--- config.mk ---
export PLATFORM = sky130hd
export DESIGN_NAME = mult_div_unit
export DESIGN_NICKNAME = d
export VERILOG_FILES = /design/src/rtl/mult_div_unit.sv
export SDC_FILE = /design/constraint.sdc
export NUM_CORES = 1
export LEC_CHECK = 0
export ABC_AREA = 1
export BUFFER_PORTS_ARGS = -buffer_cell sky130_fd_sc_hd__buf_2
export CAP_MARGIN = 20
export CORE_MARGIN = 2
export CORE_UTILIZATION = 35
export DETAILED_ROUTE_END_ITERATION = 6
export PLACE_DENSITY = 0.56
export SLEW_MARGIN = 20
export SYNTH_ARGS = -nofsm -noshare
export SYNTH_HDL_FRONTEND = slang
export SYNTH_SLANG_ARGS = --single-unit
--- constraint.sdc ---
create_clock -name clk -period 9.7 [get_ports clk]
set_input_delay 0 -clock clk [delete_from_list [all_inputs] [get_ports clk]]
set_output_delay 0 -clock clk [all_outputs]
set_load 0.02 [all_outputs]
--- src/rtl/mult_div_unit.sv ---
// Multicycle signed multiply (radix-2 Booth) / divide (restoring) unit feeding HI/LO.
// Define MULTDIV_DIV_EN to build the divide path; otherwise div requests end as div_zero.
module mult_div_unit #(
    parameter int WIDTH = 32
) (
    input  logic             clk,
    input  logic             reset,
    input  logic             start,
    input  logic             op,
    input  logic [WIDTH-1:0] a,
    input  logic [WIDTH-1:0] b,
    output logic             busy,
    output logic             done,
    output logic [WIDTH-1:0] hi,
    output logic [WIDTH-1:0] lo,
    output logic             div_zero
);
    localparam int CW = $clog2(WIDTH) + 1;

    typedef enum logic [2:0] {IDLE, MULT, DIV, FIX, DONE} state_t;

    state_t                  state_q, state_d;
    logic [CW-1:0]           cnt_q, cnt_d;
    logic signed [WIDTH:0]   mcand_q, mcand_d, acc_hi_q, acc_hi_d, sum;
    logic [WIDTH-1:0]        acc_lo_q, acc_lo_d, hi_q, hi_d, lo_q, lo_d;
    logic                    qm1_q, qm1_d, dz_q, dz_d;
    logic                    last;
`ifdef MULTDIV_DIV_EN
    logic [WIDTH-1:0]        dvs_q, dvs_d, rem_q, rem_d, quo_q, quo_d;
    logic                    nq_q, nq_d, nr_q, nr_d;
    logic [WIDTH:0]          rsh, diff;

    function automatic logic [WIDTH-1:0] mag(input logic [WIDTH-1:0] v);
        return v[WIDTH-1] ? -v : v;
    endfunction
`endif

    assign last     = (cnt_q == CW'(WIDTH - 1));
    assign busy     = (state_q == MULT) || (state_q == DIV) || (state_q == FIX);
    assign done     = (state_q == DONE);
    assign div_zero = done && dz_q;
    assign hi       = hi_q;
    assign lo       = lo_q;

    always_comb begin
        state_d  = state_q;
        cnt_d    = cnt_q;
        mcand_d  = mcand_q;
        acc_hi_d = acc_hi_q;
        acc_lo_d = acc_lo_q;
        qm1_d    = qm1_q;
        dz_d     = dz_q;
        hi_d     = hi_q;
        lo_d     = lo_q;
        sum      = acc_hi_q;
`ifdef MULTDIV_DIV_EN
        dvs_d    = dvs_q;
        rem_d    = rem_q;
        quo_d    = quo_q;
        nq_d     = nq_q;
        nr_d     = nr_q;
        rsh      = {rem_q, quo_q[WIDTH-1]};
        diff     = rsh - {1'b0, dvs_q};
`endif
        // Booth recoding of {q0, q-1}; the extra accumulator bit absorbs -(-2^(W-1))
        case ({acc_lo_q[0], qm1_q})
            2'b01:   sum = acc_hi_q + mcand_q;
            2'b10:   sum = acc_hi_q - mcand_q;
            default: sum = acc_hi_q;
        endcase

        case (state_q)
            IDLE: begin
                if (start) begin
                    cnt_d = '0;
                    dz_d  = 1'b0;
                    if (!op) begin
                        mcand_d  = {a[WIDTH-1], a};
                        acc_hi_d = '0;
                        acc_lo_d = b;
                        qm1_d    = 1'b0;
                        state_d  = MULT;
`ifdef MULTDIV_DIV_EN
                    end else if (b == '0) begin
                        dz_d    = 1'b1;
                        state_d = DONE;
                    end else begin
                        dvs_d   = mag(b);
                        quo_d   = mag(a);
                        rem_d   = '0;
                        nq_d    = a[WIDTH-1] ^ b[WIDTH-1];
                        nr_d    = a[WIDTH-1];
                        state_d = DIV;
                    end
`else
                    end else begin
                        dz_d    = 1'b1;
                        state_d = DONE;
                    end
`endif
                end
            end
            MULT: begin
                acc_hi_d = sum >>> 1;
                acc_lo_d = {sum[0], acc_lo_q[WIDTH-1:1]};
                qm1_d    = acc_lo_q[0];
                cnt_d    = cnt_q + CW'(1);
                if (last) begin
                    hi_d    = acc_hi_d[WIDTH-1:0];
                    lo_d    = acc_lo_d;
                    state_d = DONE;
                end
            end
`ifdef MULTDIV_DIV_EN
            DIV: begin
                cnt_d = cnt_q + CW'(1);
                if (!diff[WIDTH]) begin
                    rem_d = diff[WIDTH-1:0];
                    quo_d = {quo_q[WIDTH-2:0], 1'b1};
                end else begin
                    rem_d = rsh[WIDTH-1:0];
                    quo_d = {quo_q[WIDTH-2:0], 1'b0};
                end
                if (last) state_d = FIX;
            end
            FIX: begin
                hi_d    = nr_q ? -rem_q : rem_q;
                lo_d    = nq_q ? -quo_q : quo_q;
                state_d = DONE;
            end
`endif
            DONE:    state_d = IDLE;
            default: state_d = IDLE;
        endcase
    end

    always_ff @(posedge clk or posedge reset) begin
        if (reset) begin
            state_q  <= IDLE;
            cnt_q    <= '0;
            mcand_q  <= '0;
            acc_hi_q <= '0;
            acc_lo_q <= '0;
            qm1_q    <= 1'b0;
            dz_q     <= 1'b0;
            hi_q     <= '0;
            lo_q     <= '0;
`ifdef MULTDIV_DIV_EN
            dvs_q    <= '0;
            rem_q    <= '0;
            quo_q    <= '0;
            nq_q     <= 1'b0;
            nr_q     <= 1'b0;
`endif
        end else begin
            state_q  <= state_d;
            cnt_q    <= cnt_d;
            mcand_q  <= mcand_d;
            acc_hi_q <= acc_hi_d;
            acc_lo_q <= acc_lo_d;
            qm1_q    <= qm1_d;
            dz_q     <= dz_d;
            hi_q     <= hi_d;
            lo_q     <= lo_d;
`ifdef MULTDIV_DIV_EN
            dvs_q    <= dvs_d;
            rem_q    <= rem_d;
            quo_q    <= quo_d;
            nq_q     <= nq_d;
            nr_q     <= nr_d;
`endif
        end
    end
endmodule

==> impl_metrics.toml <==
[run_status]
outcome = "completed"

[final_layout]
regArea_um2 = 4250
final_common_cell = "nand2_1"
finish.utilization = 0.433
stdcell_area_um2 = 12400
area_growth_syn_to_layout_pct = 22.6
num-fill-cells = 2979
diodes = 0
nets = 1653
multiInputGateArea_um2 = 4980
final_cell_mix = "nand2_1 (473), dfrtp_1 (170), inv_1 (150), buf_2 (134), nor2_1 (91)"
drive_gt1_frac = 0.141

[synth]
yosysWarnings = 0
synth_nets = 1472
ys_seq_elements = 170
avgSynthCellArea_um2 = 7.40
yosys_most_used_dff = "dfrtp_1"
syn_area_um2 = 10100
ys_async_sr_fraction = 1.00
synth.top_cell.area_share = 0.420
synth_area_leaders = "dfrtp_1 (42%), nand2_1 (18%), inv_1 (5.6%)"
synthCells = 1368
yosysTopAreaCell = "dfrtp_1"
ys_seq_area_frac = 0.420
synth_cell_types = 48
synth_edf_count = 0

[floorplanning]
initial_core_util = 0.354
dieArea_um2 = 30300
die_h_um = 174
core_um2 = 28600
rows = 62
ios = 135
die_x_um = 174

[clock_network]
clk_pin_slew_worst_paths_ps = 90
cts.sinks = 170
htreeDepth = 4
cts_resized = 0
clockBufferDepth = 2
cts_buffers = 17
clk_latency_ps = 440
cts-root-buf = "clkbuf_16"
cts_tree = "yes"

[sta]
max_slew_margin = 0.361
fmax_mhz = 256
rsz0062_at_grt = "false"
clock_skew_ps = 16.8
min_period_ps = 3910
finalMaxSlewViolations = 0
hold_viol_final = 0
tightest_slew_ps = 959
whs_ps = 157
timing.final.crit_share = 0.403
setup_viol = 0
finalSetupTns_ps = 0

[routing]
totalWireLength_mm = 27.6
ant_nets = 0
wl_per_cell_um = 14.2
viasPerCell = 4.74
drc = 0
drt_iter0_drc = 558
vias = 9221
dr.pass1.iters = 5

[critical_path]
arrival_ps = 4240
required_ps = 10030
critPathCaptureType = "flop"
worstSetupStartpointType = "flop"
path_max_fanout = 18
startpoint = "qm1_q"
timing.rr.start = "qm1_q"
critPathKind = "reg2reg"

[power_and_ir_drop]
leakagePower_nw = 6.52
power_density_nw_per_um2 = 119
peakVddDrop_mv = 0.0989

[grt]
globalRouteTotalUtil = 0.187
grt_overflow = 0
antenna_found_initial = 0
grt_pass1_wl_mm = 45.6
grt_max_degree = 97
grt_pass1_vias = 8798

[place]
place.gp.congestion = 0.897
io_buffers = 134
place_area_um2 = 11100
hpwlAfterDp_mm = 19.8

[min_path]
hold_path.class = "in2async"

[flow_run]
maxCapViolCount = 0
cell usage after synthesis (15+ instances only):
cell and instances:
xor2_1 28, o21ai_2 16, o21ai_1 45, nor2_1 92
inv_1 152, o21ai_0 82, o211ai_1 33, a21oi_1 42
nand3_1 65, dfrtp_1 170, clkbuf_1 17, buf_2 15
ha_1 35, nand2_1 473
layout make-up:
cell class                 count  area share
inverter                     160      0.0491
tap                          384      0.0387
multi-input combinational    990       0.402
timing repair buffer         210       0.116
clock buffer                  17      0.0343
clock inverter                15      0.0170
sequential                   170       0.343
critical path, cell delays in order, from the launching register on:
cell      delay (ps)
dfrtp_1          360
inv_1             70
ha_1             540
clkinv_1         590
nand2_1          250
o21ai_0          120
xor2_1           160
inv_1             70
ha_1             360
nand2_1          120
nor2_1           100
nand3_1          130
nand2_1          140
nand2_1           60
nand2_1          180
nand2_1           90
nand2_1           90
nand3_1           80
nand3_1           90
nand2_1           70
nand2_1           60
nand2_1           50
timing repair:
| item | in CTS | in global routing |
|---|---|---|
| setup buffers | 0 | 0 |
| endpoints found under the hold margin | 124 | 0 |
| hold buffers | 67 | 0 |
kinds of logic (layout without fill, tap and decap cells):
logic type	Yosys count	in the layout	share of synthesized area
simple gates	674	674	0.273
compound gates	242	242	0.141
buf+inv	208	402	0.0881
flops	170	170	0.420
fa+ha+maj	36	36	0.0452
xor+xnor	36	36	0.0311
mux	2	2	0.00198
per-layer routing:
metal  GRT usage  vias to the layer above  share of wire
li1            -                     4757              -
met1       0.279                     4239           0.52
met2       0.286                      203           0.43
met3      0.0260                       22          0.035
met4      0.0441                        0          0.012
met5           0                        -              0
path summary, 6_finish.rpt:
path,cells after the start,end,slack (ps)
setup / recovery,21,hi[31],5790
hold / removal,3,lo[22],160
setup reg to reg,21,hi[31],5790
hold reg to reg,2,hi[14],480
max in group asynchronous,4,lo[0],8330
min in group clk,4,mcand_q[7],290
stage by stage:
stage	power (mW)	cells	worst slack (ps)
floorplan	0.733	1368	5100
global placement	0.752	1845	5880
detailed placement	0.752	1845	5820
CTS	1.50	1944	5780
global route	1.54	1946	5350
finish	1.48	1946	5790
state kept, by name (all words and copies together), names as in the netlist:
| name | cells |
|---|---|
| cnt_q | 6 |
| hi | 32 |
| dz_q | 1 |
| mcand_q | 32 |
| acc_hi_q | 32 |
| acc_lo_q | 32 |
| state_q | 2 |
| qm1_q | 1 |
| lo | 32 |
report_power, final:
part / total (mW) / leakage [nW] / internal (mW) / switching, mW
logic: 0.0497 / 4.19 / 0.0275 / 0.0222
registers: 0.708 / 2.02 / 0.708 / 0
clock network: 0.722 / 0.305 / 0.360 / 0.362
total: 1.48 / 6.52 / 1.10 / 0.384
Power figures use the tool's default switching activity.
